`config.mk`:
```
export PLATFORM = sky130hd
export DESIGN_NAME = spi_rx_fifo
export DESIGN_NICKNAME = d
export VERILOG_FILES = /design/src/rtl/spi_rx_fifo.sv
export SDC_FILE = /design/constraint.sdc
export NUM_CORES = 1
export LEC_CHECK = 0
export CORE_MARGIN = 10
export CORE_UTILIZATION = 35
export CTS_BUF_LIST = sky130_fd_sc_hd__clkbuf_16
export DETAILED_ROUTE_END_ITERATION = 7
export PLACE_DENSITY = 0.48
export SLEW_MARGIN = 20
export SYNTH_ARGS = -nofsm -noshare
export SYNTH_HDL_FRONTEND = slang
export SYNTH_SLANG_ARGS = --single-unit
```
`constraint.sdc`:
```
create_clock -name clk -period 2.9 [get_ports clk]
set_input_delay 0.58 -clock clk [delete_from_list [all_inputs] [get_ports clk]]
set_output_delay 0.58 -clock clk [all_outputs]
set_load 0.02 [all_outputs]
```
`src/rtl/spi_rx_fifo.sv`:
```
`default_nettype none
// ============================================================================
// Module      : spi_rx_fifo
// Description : First-word-fall-through byte FIFO sitting behind the SPI
//               slave receive path. Accepts one byte per cycle, drains
//               through a valid/ready port, and records dropped pushes in a
//               sticky overflow flag.
// Revision    : 1.0 - initial release
// ============================================================================
module spi_rx_fifo #(
    parameter int WIDTH = 8,
    parameter int DEPTH = 32
) (
    input  logic                     clk,
    input  logic                     rst_n,
    input  logic [WIDTH-1:0]         wr_data,
    input  logic                     wr_en,
    output logic                     full,
    output logic [WIDTH-1:0]         rd_data,
    output logic                     rd_valid,
    input  logic                     rd_ready,
    output logic [$clog2(DEPTH):0]   count,
    output logic                     overflow,
    input  logic                     clr_ovf
);

    localparam int AW = $clog2(DEPTH);

    localparam logic [AW:0]   C_DEPTH   = (AW+1)'(DEPTH);
    localparam logic [AW:0]   C_CNT_ONE = (AW+1)'(1);
    localparam logic [AW-1:0] C_PTR_ONE = AW'(1);

    logic [WIDTH-1:0] mem [DEPTH];

    logic [AW-1:0] wp_q, wp_d;
    logic [AW-1:0] rp_q, rp_d;
    logic [AW:0]   count_q, count_d;
    logic          full_q, full_d;
    logic          valid_q, valid_d;
    logic          ovf_q, ovf_d;

    logic          w_pop;
    logic          w_push;
    logic          w_drop;

    // Handshake decode: only registered state gates the push, so a pop while
    // full frees the slot the incoming byte takes in the same cycle.
    always_comb begin
        w_pop  = valid_q & rd_ready;
        w_push = wr_en & (~full_q | w_pop);
        w_drop = wr_en & full_q & ~w_pop;
    end

    // Next-state for pointers, occupancy, derived flags and sticky overflow.
    always_comb begin
        wp_d    = wp_q;
        rp_d    = rp_q;
        count_d = count_q;
        ovf_d   = ovf_q;

        if (w_push) begin
            wp_d = wp_q + C_PTR_ONE;
        end
        if (w_pop) begin
            rp_d = rp_q + C_PTR_ONE;
        end

        if (w_push && !w_pop) begin
            count_d = count_q + C_CNT_ONE;
        end else if (w_pop && !w_push) begin
            count_d = count_q - C_CNT_ONE;
        end

        // A drop in the same cycle as a clear must still be reported.
        if (w_drop) begin
            ovf_d = 1'b1;
        end else if (clr_ovf) begin
            ovf_d = 1'b0;
        end

        full_d  = (count_d == C_DEPTH);
        valid_d = (count_d != '0);
    end

    // Control state registers with synchronous active-low reset.
    always_ff @(posedge clk) begin
        if (!rst_n) begin
            wp_q    <= '0;
            rp_q    <= '0;
            count_q <= '0;
            full_q  <= 1'b0;
            valid_q <= 1'b0;
            ovf_q   <= 1'b0;
        end else begin
            wp_q    <= wp_d;
            rp_q    <= rp_d;
            count_q <= count_d;
            full_q  <= full_d;
            valid_q <= valid_d;
            ovf_q   <= ovf_d;
        end
    end

    // Storage array is not reset; writes are suppressed while in reset.
    always_ff @(posedge clk) begin
        if (rst_n && w_push) begin
            mem[wp_q] <= wr_data;
        end
    end

    assign rd_data  = mem[rp_q];
    assign rd_valid = valid_q;
    assign full     = full_q;
    assign count    = count_q;
    assign overflow = ovf_q;

endmodule
`default_nettype wire

```
; Word level (Yosys, flattened, before mapping)
; Memories as Yosys holds them, arrays and structs flattened. A register that Yosys moved wholly into a read port is not among the register bits.
; Index checks and enable logic that the tools add are counted.
[word_totals]
regBits = 19
latch_bits = 0
ram_bits = 256
rom_bits = 0
output_inout_bits = 17
word_cells = 34
memories = 1
[op_classes]
n_addsub = 4
mul = 0
div = 0
order_cmp = 0
n_eq_ne = 1
n_shift = 0
n_mux = 8
n_bitwise = 7
reduce_logical = 7
[memory_table]
columns = name, words, word_bits, read_ports, rd_ports_with_merged_regs, wr, line_no
row1 = mem, 32, 8, 1, 1, 1, 33  ; logic [WIDTH-1:0] mem [DEPTH];
[ops]
columns = operator, count
row1 = 2-to-1 mux 6 bit, 2
row2 = adder 5 x 1 -> 5 bit (second input constant), 2
row3 = 2-to-1 mux 5 bit, 2
row4 = adder 6 x 1 -> 6 bit (second input constant), 1
row5 = equality test 6 bit (second input constant), 1
row6 = nonzero test 6 bit, 1
row7 = subtractor 6 x 1 -> 6 bit (second input constant), 1
row8 = bitwise AND 1 bit, 4
row9 = 2-to-1 mux 1 bit, 4
row10 = logical AND 1 bit, 3
row11 = zero test 1 bit, 2
row12 = NOT 1 bit, 2
row13 = nonzero test 2 bit, 1
row14 = bitwise OR 1 bit, 1

; Logic depth before layout (Yosys ltp)
[logic_depth]
ltp_word = 8
depth_mapped = 6
mapped_depth_nobuf = 6

; Worst setup path after synthesis
; Ideal clock, no wire load.
[synth_timing]
kind = reg2out
startpoint = reg with a tool-made name
endpoint = out rd_data[0]
t_arrival_ps = 2043
slack_ps = 277
path_stages_with_launch = 6
path_buffers = 2
path_cell_list = dfxtp_1 -> clkbuf_1 -> clkbuf_1 -> mux4_2 -> mux4_2 -> mux2_2
[synth_rtl]
columns = item, line_no
row1 = "end, declared", 19  ; output logic [WIDTH-1:0] rd_data,

==> flow_metrics.py <==
metrics = {
    "floorplan": {
        "die_area_um2": 38900,
        "start_util_pct": 35.66,
        "die_h_um": 197.2,
        "io_pins": 30,
        "fp.coreArea_um2": 30830,
        "rows": 64,
        "die_x_um": 197.2,
    },
    "timing": {
        "report.final.hold_viol_count": 0,
        "slew_viol_final": 0,
        "skew_ns": 0.01177,
        "whs_ns": 0.5327,
        "setup_ws_ns": -0.4703,
        "period_needed_ns": 3.370,
        "final-setup-viol-count": 8,
        "rsz0062_at_grt": "true",
        "worstMarginPinSlew_ns": 0.7065,
        "relSlewSlack_pct": 52.84,
        "finalCritPeriodShare_pct": 116.2,
        "fmaxAchievable_mhz": 296.7,
    },
    "placement": {
        "place_congestion": 0.7656,
        "place_area_um2": 12220,
        "hpwl_um": 16060,
        "numPortBuffers": 29,
    },
    "detailed_routing": {
        "post_drt_wl_per_cell_um": 23.82,
        "viasPerCell": 5.138,
        "vias": 5462,
        "drt_wl_total_um": 25330,
        "dr.pass1.iters": 5,
        "drtAntennaViolNets": 0,
        "drc": 0,
        "drt_iter0_markers": 512,
    },
    "yosys": {
        "ys_seq_area_share_pct": 74.29,
        "netlist_area_um2": 10990,
        "ys_types": 41,
        "synthFlopType": "edfxtp_1",
        "ys_top_cells_by_area": "edfxtp_1, mux4_2, dfxtp_1",
        "syn-num-nets": 546,
        "yosys_warnings": 0,
        "synth_edf_count": 256,
        "synth_simple_gate_area_share_pct": 4.256,
        "synth_compound_area_share_pct": 1.093,
        "synth_xor_area_share_pct": 0.9560,
        "ys_seq_elements": 280,
        "async_reset_ff_share_pct": 0,
        "synth_mux_area_share_pct": 17.30,
        "yosys.area.top_type": "edfxtp_1",
        "synth_top_family_by_area": "multiplexers",
        "synthCells": 526,
        "synth_area_per_cell_um2": 20.90,
        "synth_top_area_share_pct": 69.92,
        "synth_adder_area_share_pct": 0.7966,
    },
    "cells_and_area": {
        "fillers": 2605,
        "area_delta_synth_final_pct": 22.66,
        "final_cell_area_um2": 13490,
        "layout_common_cells": "edfxtp_1, mux4_2, buf_4, nor2_1, clkbuf_16",
        "drive_above_1_share_pct": 34.18,
        "nets": 663,
        "antenna_cells": 0,
        "final_common_cell": "edfxtp_1",
    },
    "clock_tree": {
        "clock_latency_ns": 0.55,
        "clockRootBuffer": "clkbuf_16",
        "path_clk_slew_ns": 0.06,
        "h-tree-depth": 1,
        "cts-hold-fix-buffers": 0,
        "numCtsBuffers": 30,
        "clk_path_buf_depth": 3,
        "cts.sinks": 280,
        "cts_tree": "done",
    },
    "worst_setup_path": {
        "critPathLaunchType": "flop",
        "r2r_end": "mem[13][6]",
        "reg2reg_slack_ns": 1.09,
        "slowest_stage": "mux4_2",
        "slowest_delay_ns": 0.52,
        "cp_data_arrival_time_ns": 2.79,
        "worstPathCellList": "buf_12 -> buf_12 -> buf_6 -> mux4_2 -> mux4_2 -> mux2_4 -> buf_6",
        "end_kind": "output pin",
        "r2r.worst_path.cells": 7,
        "reg2reg_from": "rd_valid",
        "crit_fanout": 7,
        "path_class": "reg2out",
        "required_ns": 2.32,
    },
    "pwr": {
        "ir_drop_mv": 0.4192,
        "powerDensity_nw_per_um2": 676.8,
        "p_leak_nw": 4.335,
    },
    "hold_path": {
        "min_path_type": "reg2reg",
        "hp-start": "rp_q[1]",
        "whs_path_depth": 2,
    },
    "global_routing": {
        "grt_first_pass_wirelength_um": 38410,
        "antenna_found_initial": 3,
        "track_usage_pct": 13.23,
        "overflow": 0,
        "grt_pass1_vias": 5719,
        "grt_max_degree": 33,
    },
    "job": {
        "maxCapViolCount": 0,
    },
    "outcome": {
        "status": "complete, but fails checks",
        "failed_checks": "setup timing",
    },
}
## per-layer routing
| layer | share of wire (%) | track usage (%) |
|---|---|---|
| met2 | 48 | 20.78 |
| met3 | 4.4 | 2.112 |
| met5 | 0 | 0 |
| met4 | 1.6 | 3.332 |
| met1 | 46 | 18.81 |
## cell usage after synthesis, types with 4 or more instances
master / count
mux4_2: 80
a21oi_1: 4
and2_1: 15
dfxtp_1: 24
inv_1: 5
ha_1: 7
nand3_1: 7
nand2_1: 12
nor2_1: 35
nand4_1: 5
xnor2_1: 10
buf_1: 7
clkbuf_1: 10
buf_4: 6
mux2_2: 8
edfxtp_1: 256
## how the worst max path moves through the flow
stage | to | slack (ns) | cells past startpoint
after global routing | rd_data[3] | -0.52 | 8
after detailed placement | rd_data[3] | -0.28 | 5
after CTS | rd_data[6] | -0.49 | 7
after floorplan | rd_data[0] | 0.28 | 5
final | rd_data[6] | -0.47 | 7
after global placement | rd_data[0] | -0.28 | 5
## flip-flops by register name, indices dropped and copies added, names as in the netlist, named ones only
name,flops
rd_valid,1
rp_q,5
wp_q,5
count,6
overflow,1
mem,256
full,1
## metrics by stage
| stage | instances | power (W) | TNS [ns] | utilization (%) | worst slack [ns] |
|---|---|---|---|---|---|
| floorplan | 526 | 0.005036 | 0 | - | 0.2767 |
| global placement | 986 | 0.005373 | -1.962 | 39.65 | -0.2795 |
| detailed placement | 986 | 0.005384 | -1.978 | 39.65 | -0.2812 |
| CTS | 1062 | 0.009208 | -3.652 | 43.53 | -0.4887 |
| global route | 1063 | 0.009462 | -3.864 | 43.74 | -0.5249 |
| finish | 1063 | 0.009126 | -3.245 | 43.74 | -0.4703 |
## worst max-delay path: cells and delay by family, from the launching register on
family	cells	cell delay [ns]
buffers and inverters	4	0.53
DFF	1	0.38
muxes	3	1.33
## power by group
group          switching (W)  total [W]  leakage (nW)  internal (W)
registers          0.0000410    0.00448          2.50       0.00444
logic               0.000431   0.000942          1.35      0.000511
clock network        0.00151    0.00370         0.487       0.00219
total                0.00198    0.00913          4.34       0.00714
## timing repair
action | 4_1_cts | 5_1_grt
gates cloned | 1 | 1
endpoints found under the setup margin | 8 | 8
buffers inserted | 19 | 0
resized for setup | 46 | 11
## kinds of logic after synthesis
kind of cell / Yosys count
flip-flops: 280
AND/OR/NAND/NOR: 91
multiplexers: 89
buffers and inverters: 30
AO/OA/AOI/OAI: 17
XOR/XNOR: 12
adder cells (fa/ha/maj): 7
## area by class of cell
cell class / count / area (µm²) / area share (%)
flip-flops and latches: 280 / 8173 / 60.61
multi-input cells: 216 / 2690 / 19.95
repair buffers: 110 / 1135 / 8.415
clock buffers: 31 / 775.7 / 5.752
well taps: 396 / 495.5 / 3.674
clock inverters: 25 / 197.7 / 1.466
inverters: 5 / 18.77 / 0.1392
Note: power is estimated with default switching activity, not from simulation.
